--- config.mk ---
export PLATFORM = sky130hd
export DESIGN_NAME = fetch_prefetch
export DESIGN_NICKNAME = d
export VERILOG_FILES = /design/src/rtl/fetch_prefetch.sv
export SDC_FILE = /design/constraint.sdc
export NUM_CORES = 1
export LEC_CHECK = 0
export CORE_ASPECT_RATIO = 1.75
export CORE_MARGIN = 3
export CORE_UTILIZATION = 25
export CTS_CLUSTER_SIZE = 20
export DETAILED_ROUTE_END_ITERATION = 8
export GPL_TIMING_DRIVEN = 0
export PLACE_DENSITY = 0.43
export SLEW_MARGIN = 30
export SYNTH_ARGS = -nofsm -noshare
export SYNTH_HDL_FRONTEND = slang
export SYNTH_SLANG_ARGS = --single-unit
--- constraint.sdc ---
create_clock -name i_clk -period 4.7 [get_ports i_clk]
set_input_delay 0.94 -clock i_clk [delete_from_list [all_inputs] [get_ports i_clk]]
set_output_delay 0.94 -clock i_clk [all_outputs]
set_load 0.1 [all_outputs]
--- src/rtl/fetch_prefetch.sv ---
// Instruction fetch stage: issues pipelined memory requests under a credit limit
// and buffers in-order responses with their PCs in a small prefetch queue.
module fetch_prefetch #(
   parameter int                ADDR_W            = 32,
   parameter int                DATA_W            = 32,
   parameter int                DEPTH             = 4,
   parameter int                PC_INC            = 1,
   parameter logic [ADDR_W-1:0] RESET_ADDRESS     = 32'h0000_0000,
   parameter logic [ADDR_W-1:0] INTERRUPT_ADDRESS = 32'h0000_0100
) (
   input  logic              i_clk,
   input  logic              i_rst_n,
   input  logic              i_irq,
   input  logic              i_redirect,
   input  logic [ADDR_W-1:0] i_redirect_pc,
   input  logic              i_stall,
   output logic              o_imem_req,
   output logic [ADDR_W-1:0] o_imem_addr,
   input  logic              i_imem_ready,
   input  logic              i_imem_rvalid,
   input  logic [DATA_W-1:0] i_imem_rdata,
   output logic              o_inst_valid,
   output logic [DATA_W-1:0] o_inst,
   output logic [ADDR_W-1:0] o_inst_pc,
   output logic [ADDR_W-1:0] o_inst_pc_plus
);

   localparam int                PTR_W = $clog2(DEPTH);
   localparam int                CNT_W = $clog2(DEPTH + 1);
   localparam logic [ADDR_W-1:0] INC   = ADDR_W'(PC_INC);

   logic [ADDR_W-1:0] r_fetch_pc;
   logic [ADDR_W-1:0] r_resp_pc;
   logic [ADDR_W-1:0] r_q_pc   [DEPTH];
   logic [DATA_W-1:0] r_q_data [DEPTH];
   logic [PTR_W-1:0]  r_wr_ptr;
   logic [PTR_W-1:0]  r_rd_ptr;
   logic [CNT_W-1:0]  r_count;
   logic [CNT_W-1:0]  r_outstanding;
   logic [CNT_W-1:0]  r_discard;

   logic              w_flush;
   logic              w_accept;
   logic              w_drop;
   logic              w_push;
   logic              w_pop;
   logic [CNT_W:0]    w_credit_sum;
   logic [ADDR_W-1:0] w_flush_pc;

   assign w_flush      = i_irq | i_redirect;
   assign w_flush_pc   = i_irq ? INTERRUPT_ADDRESS : i_redirect_pc;
   assign w_credit_sum = {1'b0, r_count} + {1'b0, r_outstanding};

   // Credits cover both buffered and in-flight entries, so a response always has a slot.
   assign o_imem_req  = i_rst_n & ~w_flush & (w_credit_sum < (CNT_W+1)'(DEPTH));
   assign o_imem_addr = r_fetch_pc;
   assign w_accept    = o_imem_req & i_imem_ready;

   assign w_drop = i_imem_rvalid & (r_discard != '0);
   assign w_push = i_imem_rvalid & (r_discard == '0) & ~w_flush;
   assign w_pop  = o_inst_valid & ~i_stall & ~w_flush;

   assign o_inst_valid   = (r_count != '0);
   assign o_inst         = o_inst_valid ? r_q_data[r_rd_ptr] : '0;
   assign o_inst_pc      = o_inst_valid ? r_q_pc[r_rd_ptr]   : '0;
   assign o_inst_pc_plus = o_inst_pc + INC;

   always_ff @(posedge i_clk or negedge i_rst_n) begin
      if (!i_rst_n) begin
         r_fetch_pc    <= RESET_ADDRESS;
         r_resp_pc     <= RESET_ADDRESS;
         r_wr_ptr      <= '0;
         r_rd_ptr      <= '0;
         r_count       <= '0;
         r_outstanding <= '0;
         r_discard     <= '0;
      end else if (w_flush) begin
         // Every in-flight request (already-doomed ones included) must now be dropped.
         r_fetch_pc    <= w_flush_pc;
         r_resp_pc     <= w_flush_pc;
         r_count       <= '0;
         r_rd_ptr      <= r_wr_ptr;
         r_outstanding <= r_outstanding - CNT_W'(i_imem_rvalid);
         r_discard     <= r_outstanding - CNT_W'(i_imem_rvalid);
      end else begin
         if (w_accept)
            r_fetch_pc <= r_fetch_pc + INC;
         if (w_push) begin
            r_resp_pc <= r_resp_pc + INC;
            r_wr_ptr  <= r_wr_ptr + PTR_W'(1);
         end
         if (w_pop)
            r_rd_ptr <= r_rd_ptr + PTR_W'(1);
         r_count       <= r_count + CNT_W'(w_push) - CNT_W'(w_pop);
         r_outstanding <= r_outstanding + CNT_W'(w_accept) - CNT_W'(i_imem_rvalid);
         r_discard     <= r_discard - CNT_W'(w_drop);
      end
   end

   always_ff @(posedge i_clk) begin
      if (w_push) begin
         r_q_pc[r_wr_ptr]   <= r_resp_pc;
         r_q_data[r_wr_ptr] <= i_imem_rdata;
      end
   end

   // A response with nothing outstanding means the memory broke the protocol.
   always_ff @(posedge i_clk) begin
      if (i_rst_n)
         assert (!(i_imem_rvalid && (r_outstanding == '0)));
   end

endmodule

==> results.py <==
metrics = {
    "drt": {
        "drt_pre_antenna_iters": 5,
        "routed_wl_um": 46900,
        "wl_per_cell_um": 22.03,
        "first_iter_violations": 469,
        "route.detailed.drc": 0,
        "num_vias": 9905,
        "vias_per_cell": 4.652,
        "ant_nets": 0,
    },
    "finish": {
        "final_common_cell": "edfxtp_1",
        "drive_above_1_share": 0.1846,
        "diodes": 0,
        "mostFrequentLayoutCells": "edfxtp_1 (256), clkdlybuf4s50_1 (126), nand2_1 (102)",
        "num-fill-cells": 5906,
        "fin_util": 0.3297,
        "nets": 1412,
        "area_growth_pct": 29.81,
        "fin_cells": 2129,
    },
    "clocking": {
        "cts_max_level": 2,
        "clkSinkCount": 333,
        "clkLatencyLatePin_ns": 0.54,
        "clockBufferDepth": 3,
        "cts.clk_slew.worst_paths_ns": 0.06,
        "cts_tree": "yes",
        "root_buffer": "clkbuf_16",
        "numCtsBuffers": 35,
    },
    "sta": {
        "relSlewSlack": 0.2862,
        "fmax_mhz": 219.2,
        "fin_crit_ns": 4.561,
        "worst_pin_slew_ns": 1.067,
        "skew_ns": 0.01684,
        "drv_slew": 0,
        "finalSetupViolCount": 0,
        "rsz0062_at_grt": "no",
        "fin_crit_sh": 0.9705,
        "finalHoldViolations": 0,
    },
    "global_routing": {
        "track_usage": 0.1458,
        "grt_max_degree": 55,
        "grt_pass1_wl_um": 68780,
        "antenna_found_initial": 0,
        "first_global_vias": 10549,
        "grt_overflow": 0,
    },
    "yosys": {
        "synth.area.top_cells": "edfxtp_1 (51%), dfrtp_1 (13%), mux4_2 (6.7%)",
        "netlist.area_leader.share": 0.5087,
        "synth_area_um2": 15110,
        "ys_seq_elements": 333,
        "synth_edf_count": 256,
        "ys_types": 56,
        "syn_area_per_cell_um2": 14.10,
        "async_flop_share": 0.2312,
        "syn_inst": 1072,
        "ys.flop_type": "edfxtp_1",
        "yosys.area.top_type": "edfxtp_1",
        "seq_area_frac_synth": 0.6362,
        "yosys_warnings": 0,
        "syn_nets": 1162,
    },
    "place": {
        "place_inst": 2062,
        "numPortBuffers": 200,
        "dpl.hpwl_um": 35010,
        "gp_congestion": 0.8841,
    },
    "critical_path": {
        "worstPathArrival_ns": 3.62,
        "cp_top_family": "buffers and inverters",
        "crit_type": "reg2out",
        "rrSetupSlack_ns": 0.74,
        "path_buf_inv": 5,
        "r2r_start": "r_count[2]",
        "cp_cell_sequence": "buf_6, buf_4, mux4_1, nand2_4, clkinvlp_4, nand3_2, nor4_4, buf_12, nand3_1, xnor2_1, clkdlybuf4s15_2",
        "rr_worst_depth": 14,
        "endpoint_kind": "output pin",
        "critPathLaunchType": "flop",
        "critical_path_required_ns": 3.76,
        "cp_max_fo": 10,
        "cpMaxStageDelayCell": "clkdlybuf4s15_2",
        "reg2reg_to": "r_outstanding[2]",
        "cp_slowest_stage_delay_ns": 0.58,
    },
    "worst_hold_path": {
        "hp-class": "in2async",
    },
    "power": {
        "p_leak_nw": 6.848,
        "vdd_drop_max_mv": 0.2029,
        "p_per_area_nw_per_um2": 397.9,
    },
    "run": {
        "maxCapViolations": 0,
    },
    "floorplanning": {
        "io_pins": 201,
        "die_area_um2": 63550,
        "rows": 118,
        "die_h_um": 331.2,
        "die_x_um": 191.9,
        "start_util": 0.2540,
        "core_um2": 59500,
    },
    "outcome": {
        "outcome": "completed",
    },
}
-- Yosys cell counts (3+ instances only) --
cell type	n
inv_1	32
and2_1	53
nor4_2	3
and3_1	18
or2_2	4
nor3_1	19
xor2_1	37
xnor2_1	34
mux4_2	45
a21oi_1	75
a211oi_1	7
edfxtp_1	256
clkbuf_1	30
o21bai_1	8
o31ai_1	3
nand2b_1	3
mux2i_1	5
nand3_1	36
nor2_1	47
and4_1	7
o21ai_0	46
or3_1	6
nand4_1	22
dfrtp_1	77
a2bb2oi_1	3
buf_2	5
nand2_1	103
ha_1	17
a21boi_0	7
buf_6	4
nor4_1	7
mux4_1	18
-- report_power, final --
| group | switching, mW | internal (mW) |
|---|---|---|
| combinational | 0.947 | 0.687 |
| clock | 1.19 | 1.59 |
| sequential | 0.113 | 3.28 |
-- worst max-delay path by stage --
| stage | to | startpoint | slack, ns | cells past startpoint |
|---|---|---|---|---|
| final | o_inst_pc_plus[24] | r_rd_ptr[1] | 0.14 | 11 |
| after global routing | o_inst_pc_plus[16] | r_rd_ptr[1] | 0.004 | 11 |
| after CTS | o_inst_pc_plus[31] | r_rd_ptr[1] | 0.004 | 9 |
| after detailed placement | o_inst_pc_plus[26] | r_rd_ptr[1] | -0.59 | 9 |
| after global placement | r_outstanding[2] | i_rst_n | -3.26 | 14 |
| after floorplan | o_inst_pc_plus[24] | r_count[2] | -0.37 | 12 |
-- registers in the layout, summed over array words and instances (netlist names) --
register,count
r_resp_pc,32
r_q_pc,128
o_imem_addr,32
r_q_data,128
r_rd_ptr,2
r_outstanding,3
r_count,3
r_wr_ptr,2
r_discard,3
-- per-layer routing --
metal  wire length, um  GRT usage  vias up
li1                  -          -     4530
met5                 0          0        -
met2             25270     0.2740      324
met3              2432    0.02769       94
met4              1971    0.06017        0
met1             17230     0.1568     4957
-- per-stage QoR --
stage,TNS (ns),hold WS [ns],area [um^2],setup slack [ns],total power [mW]
6_report,0,0.2784,19620,0.1385,7.805
5_1_grt,0,0.2667,19620,0.004401,8.139
4_1_cts,0,0.2586,19610,0.003666,7.967
3_5_place_dp,-14.37,0.5168,18410,-0.5874,5.128
3_3_place_gp,-760.17,0.5192,18280,-3.260,5.107
2_1_floorplan,-1.271,0.4896,15300,-0.3682,4.578
-- kinds of logic after synthesis --
family	after synthesis	share of synthesized area
muxes	70	0.1032
buffers and inverters	78	0.02442
and+or+nand+nor	345	0.1202
adders and majority gates	19	0.01672
xor gates and xnor gates	71	0.04115
AOI/OAI and AO/OA	156	0.05812
DFF	333	0.6362
-- cell type report --
type                    count  area, um^2  share of cell area
repair buffers            213        2142              0.1092
flip-flops and latches    333        9615              0.4902
clock buffers              48       945.9             0.04822
clock inverters            16       181.4            0.009249
multi-input cells         661        5325              0.2715
inverters                  33       131.4            0.006697
plain buffers              45       299.0             0.01524
well taps                 780       975.9             0.04975
-- what timing repair did --
item                                    in CTS  in global routing
setup buffers                                3                  0
hold buffers                                 0                  0
gates resized for setup                    167                 13
pin swaps                                    2                  0
endpoints found under the setup margin      62                 11
-- worst reg2reg max path: cells and delay by family, from the launching register on --
family | cells | cell delay [ns]
AND/OR/NAND/NOR | 4 | 0.89
XOR/XNOR | 2 | 0.28
adder cells (fa/ha/maj) | 4 | 1.16
flip-flops | 1 | 0.43
AO/OA/AOI/OAI | 1 | 0.18
buffers and inverters | 3 | 0.96
(Power assumes the default switching activity.)
